**src/rtl/atanh_input_converter.sv**
```systemverilog
// Converts an IEEE-754 single-precision (x, y) pair to signed fixed point and
// flags saturation, NaN/Inf and atanh(y/x) domain errors before the CORDIC core.
module atanh_input_converter #(
  parameter int unsigned FRAC_BITS = 30
) (
  input  logic        clk,
  input  logic        rst,
  input  logic        in_valid,
  output logic        in_ready,
  input  logic [31:0] x_input,
  input  logic [31:0] y_input,
  output logic        out_valid,
  input  logic        out_ready,
  output logic [31:0] x_fx,
  output logic [31:0] y_fx,
  output logic        sat_flag,
  output logic        nan_flag,
  output logic        dom_err
);

  localparam int unsigned W = 32;
  localparam logic [W-1:0] SAT_POS = 32'h7FFF_FFFF;

  typedef enum logic [2:0] {IDLE, CONV_X, CONV_Y, CHECK, OUT} state_e;

  // Returns {nan, sat, value}; value is already signed and saturated symmetrically.
  function automatic logic [W+1:0] conv_fp(input logic [31:0] f);
    logic [7:0]   e;
    logic [23:0]  m;
    int           s;
    logic [W-1:0] mag;
    logic         sat;
    logic         nan;
    e   = f[30:23];
    m   = {1'b1, f[22:0]};
    s   = int'(e) - 127 + int'(FRAC_BITS) - 23;
    mag = '0;
    sat = 1'b0;
    nan = 1'b0;
    if (e == 8'hFF) begin
      nan = 1'b1;
    end else if (e != 8'h00) begin
      // Bit 23 of m is set, so any left shift of 8 or more reaches 2^31.
      if (s >= 8) begin
        sat = 1'b1;
        mag = SAT_POS;
      end else if (s >= 0) begin
        mag = {8'd0, m} << 3'(s);
      end else if (s > -24) begin
        mag = {8'd0, m >> 5'(-s)};
      end
    end
    if (f[31]) mag = W'(-mag);
    return {nan, sat, mag};
  endfunction

  state_e       state_q, state_d;
  logic [W-1:0] x_raw_q, x_raw_d, y_raw_q, y_raw_d;
  logic [W-1:0] x_fx_q, x_fx_d, y_fx_q, y_fx_d;
  logic         sat_q, sat_d, nan_q, nan_d, dom_q, dom_d;
  logic         in_ready_q, in_ready_d, out_valid_q, out_valid_d;
  logic [W+1:0] conv_res;
  logic [W-1:0] abs_y;

  always_comb begin
    conv_res = conv_fp((state_q == CONV_X) ? x_raw_q : y_raw_q);
    abs_y    = y_fx_q[W-1] ? W'(-y_fx_q) : y_fx_q;
  end

  // Next-state and datapath updates; registered outputs follow the next state.
  always_comb begin
    state_d = state_q;
    x_raw_d = x_raw_q;
    y_raw_d = y_raw_q;
    x_fx_d  = x_fx_q;
    y_fx_d  = y_fx_q;
    sat_d   = sat_q;
    nan_d   = nan_q;
    dom_d   = dom_q;
    case (state_q)
      IDLE: begin
        if (in_valid) begin
          x_raw_d = x_input;
          y_raw_d = y_input;
          x_fx_d  = '0;
          y_fx_d  = '0;
          sat_d   = 1'b0;
          nan_d   = 1'b0;
          dom_d   = 1'b0;
          state_d = CONV_X;
        end
      end
      CONV_X: begin
        x_fx_d  = conv_res[W-1:0];
        sat_d   = conv_res[W];
        nan_d   = conv_res[W+1];
        state_d = CONV_Y;
      end
      CONV_Y: begin
        y_fx_d  = conv_res[W-1:0];
        sat_d   = sat_q | conv_res[W];
        nan_d   = nan_q | conv_res[W+1];
        state_d = CHECK;
      end
      CHECK: begin
        dom_d   = ($signed(x_fx_q) <= 0) || nan_q || (abs_y >= x_fx_q);
        state_d = OUT;
      end
      OUT: begin
        if (out_ready) state_d = IDLE;
      end
      default: state_d = IDLE;
    endcase
    in_ready_d  = (state_d == IDLE);
    out_valid_d = (state_d == OUT);
  end

  always_ff @(posedge clk) begin
    if (rst) begin
      state_q     <= IDLE;
      x_raw_q     <= '0;
      y_raw_q     <= '0;
      x_fx_q      <= '0;
      y_fx_q      <= '0;
      sat_q       <= 1'b0;
      nan_q       <= 1'b0;
      dom_q       <= 1'b0;
      in_ready_q  <= 1'b1;
      out_valid_q <= 1'b0;
    end else begin
      state_q     <= state_d;
      x_raw_q     <= x_raw_d;
      y_raw_q     <= y_raw_d;
      x_fx_q      <= x_fx_d;
      y_fx_q      <= y_fx_d;
      sat_q       <= sat_d;
      nan_q       <= nan_d;
      dom_q       <= dom_d;
      in_ready_q  <= in_ready_d;
      out_valid_q <= out_valid_d;
    end
  end

  assign in_ready  = in_ready_q;
  assign out_valid = out_valid_q;
  assign x_fx      = x_fx_q;
  assign y_fx      = y_fx_q;
  assign sat_flag  = sat_q;
  assign nan_flag  = nan_q;
  assign dom_err   = dom_q;

endmodule

```
**config.mk**
```make
export PLATFORM = sky130hd
export DESIGN_NAME = atanh_input_converter
export DESIGN_NICKNAME = d
export VERILOG_FILES = /design/src/rtl/atanh_input_converter.sv
export SDC_FILE = /design/constraint.sdc
export NUM_CORES = 1
export LEC_CHECK = 0
export ABC_CLOCK_PERIOD_IN_PS = 5900
export CAP_MARGIN = 25
export CORE_UTILIZATION = 40
export CTS_CLUSTER_DIAMETER = 50
export DETAILED_ROUTE_END_ITERATION = 6
export GPL_TIMING_DRIVEN = 0
export SLEW_MARGIN = 20
export SYNTH_ARGS = -nofsm -noshare
export SYNTH_HDL_FRONTEND = slang
export SYNTH_SLANG_ARGS = --single-unit
```
**constraint.sdc**
```tcl
create_clock -name clk -period 5.9 [get_ports clk]
set_input_delay 1.77 -clock clk [delete_from_list [all_inputs] [get_ports clk]]
set_output_delay 1.77 -clock clk [all_outputs]
set_load 0.02 [all_outputs]
```
==> impl_metrics.py <==
metrics = {
    "clocking": {
        "cts_hold_buf": 0,
        "clock_latency_ns": 0.44,
        "htree_num_levels": 4,
        "clk_path_buf_depth": 2,
        "clk_pin_slew_ns": 0.07,
        "cts_buffers": 17,
        "cts_sinks": 136,
        "clock-root-buffer": "clkbuf_16",
        "cts_tree": "done",
    },
    "critical_path": {
        "arrival_ns": 6.11,
        "endpoint_kind": "flop",
        "crit_chain": "nor3b_4, buf_6, mux2_4, buf_8, clkbuf_16, ha_2, buf_6, o31a_1, a221oi_4, o21ai_4, xnor2_4, buf_8, mux2i_2, mux2i_4, a41oi_4, ha_2, o221ai_4, nor4_4, nand4b_4, nor3_4, mux2i_1, a221o_1",
        "worstSetupPathType": "flop to flop",
        "cpPeakStageDelay_ns": 0.38,
        "cp-start-kind": "flop",
        "cp_max_fo": 20,
        "required_ns": 6.22,
        "critPathSlowestCell": "dfxtp_4",
    },
    "logic_synthesis": {
        "synth_warnings": 0,
        "yosysSeqAreaShare_pct": 23.3,
        "synth_edf_count": 0,
        "synth_area_sq_um": 11700,
        "syn_nets": 1685,
        "synth.avg_cell_area_sq_um": 7.42,
        "async_reset_ff_share_pct": 0,
        "yosys_most_used_dff": "dfxtp_1",
        "synth-seq-cells": 136,
        "yosysUniqueCellTypes": 92,
        "synthCells": 1578,
    },
    "detailed_routing": {
        "drc": 0,
        "drt_iter0_markers": 1076,
        "vias": 12533,
        "firstDrtPassIters": 7,
        "routed_via_density": 5.82,
        "routed_wl_mm": 46.1,
        "antenna_left": 0,
        "wire_per_inst_microns": 21.4,
    },
    "floorplanning": {
        "core_sq_um": 28800,
        "chipHeight_microns": 173,
        "initial_core_util_pct": 40.7,
        "io_pins": 137,
        "die_w_microns": 173,
        "row_count": 62,
        "die-area_sq_um": 30000,
    },
    "grt": {
        "grt_max_degree": 21,
        "grt_remaining_overflow": 0,
        "antenna_found_initial": 0,
        "grt_pass1_vias": 11849,
        "grt_first_pass_wirelength_mm": 71.0,
        "grtUsageTotal_pct": 30.6,
    },
    "placement": {
        "dp_slack_ns": -2.35,
        "io_buffers": 135,
        "gp_congestion": 0.998,
        "post-dp-hpwl_mm": 37.3,
    },
    "sta": {
        "finClkSkew_ns": 0.0111,
        "max_freq_mhz": 173,
        "layout_setup_ws_ns": 0.109,
        "slew_violations": 0,
        "period_share_pct": 98.2,
        "setup_viol": 0,
        "worstMarginPinSlew_ns": 0.863,
        "slew_headroom_pct": 42.2,
        "finalHoldViolations": 0,
        "hold_slack_ns": 0.501,
        "fin_crit_ns": 5.79,
    },
    "finish": {
        "final_util_pct": 51.1,
        "area_growth_pct": 25.7,
        "drive_above_1_share_pct": 12.8,
        "nNetsFinal": 1864,
        "n_antenna_cell": 0,
    },
    "pwr": {
        "vdd_drop_max_uv": 140,
        "p_leak_uw": 0.00532,
        "p_total_uw": 3930,
        "power.density_nw_per_um2": 267,
    },
    "worst_hold_path": {
        "hold_path.class": "flop to flop",
    },
    "outcome": {
        "status": "finished clean",
    },
    "flow_run": {
        "max_cap_viol_count": 0,
    },
}
## final cells by class
type	count	area, sq um
Sequential cell	136	2730
Tap cell	384	480
Fill cell	2924	14100
Inverter	45	176
Timing Repair Buffer	165	1590
Clock inverter	13	98.8
Clock buffer	18	429
Buffer	106	578
Multi-Input combinational cell	1286	8640
## registers in the layout, indices dropped and copies added, names as in the netlist
name       flops
dom_err        1
in_ready       1
nan_flag       1
out_valid      1
sat_flag       1
state_q        3
x_fx          32
x_raw_q       32
y_fx          32
y_raw_q       32
## worst max-delay path: cells and delay by family, from the launching register on
family | cells | cell delay [ns]
DFF | 1 | 0.38
and+or+nand+nor | 4 | 1.24
buffers and inverters | 5 | 0.83
AOI/OAI and AO/OA | 6 | 1.52
muxes | 4 | 0.89
adders and majority gates | 2 | 0.48
xor gates and xnor gates | 1 | 0.30
## worst paths after layout
path / to / from / slack [ns] / depth (start not counted)
setup / recovery: y_fx[26] / state_q[0] / 0.11 / 22
hold / removal: x_raw_q[10] / x_raw_q[10] / 0.50 / 2
setup reg to reg: y_fx[26] / state_q[0] / 0.11 / 22
hold reg to reg: x_raw_q[10] / x_raw_q[10] / 0.50 / 2
## metrics by stage
| step | TNS, ns | std cells | area (sq um) |
|---|---|---|---|
| global route | -0.103 | 2153 | 14700 |
| global placement | -111.20 | 2097 | 13500 |
| detailed placement | -103.27 | 2098 | 13600 |
| CTS | 0 | 2134 | 14400 |
| floorplan | 0 | 1578 | 11700 |
| finish | 0 | 2153 | 14700 |
## cell families (layout without fill, tap and decap cells)
family / Yosys count / in the layout / synth area share (%)
AO/OA/AOI/OAI: 454 / 454 / 24.5
XOR/XNOR: 64 / 64 / 5.04
multiplexers: 145 / 145 / 13.7
buffers and inverters: 156 / 347 / 5.64
adder cells (fa/ha/maj): 39 / 39 / 4.17
flip-flops: 136 / 136 / 23.3
AND/OR/NAND/NOR: 584 / 584 / 23.7
## synth_stat cells (11+ instances only)
cell type	n	share of area, %
xor2_1	16	1.2
nand2_1	296	9.5
inv_1	44	1.4
a21o_1	21	1.3
nor2b_1	26	1.4
a211oi_1	33	2.1
nor2_1	77	2.5
a21oi_1	150	6.4
o21ai_0	108	4.6
o31ai_1	23	1.5
a31oi_1	14	0.75
dfxtp_1	136	23
nor3_1	24	1.0
nand2b_1	31	1.7
nor4_1	15	0.80
nand3_1	32	1.4
xnor2_1	44	3.3
mux2_2	26	2.5
and2_1	13	0.69
or3_1	16	0.85
ha_1	39	4.2
o22ai_1	18	0.96
clkbuf_1	70	2.2
a22o_1	11	0.82
mux2i_1	107	9.1
buf_2	27	1.2
## layout by cell type (no fill, tap or decap), types with 26 or more instances in the layout
cell type and count:
inv_1 42, ha_1 35, dfxtp_1 134, xnor2_1 43
mux2i_1 104, clkbuf_1 54, a211oi_1 30, nand3_1 29
buf_4 32, a21oi_1 148, clkdlybuf4s50_1 135, nor2_1 76
nand2b_1 31, mux2_2 26, o21ai_0 102, nand2_1 295
## repair_timing
| action | in CTS | in global routing |
|---|---|---|
| setup buffers | 9 | 20 |
| pin swaps | 9 | 18 |
| resized for setup | 60 | 51 |
| setup endpoints to repair | 64 | 47 |
## where the power goes
part	internal [uW]	switching (uW)	leakage [uW]	total, uW
Sequential	974	82.8	0.00111	1060
Clock	538	464	0.000242	1000
Combinational	724	1150	0.00397	1870
## routing by layer
metal	vias to the layer above	wire [microns]	track usage, %
met5	-	0	0
met4	0	1680	11.6
met3	83	2380	4.46
met2	457	22000	52.4
met1	5976	20100	38.7
li1	6017	-	-
Power figures use the tool's default switching activity.
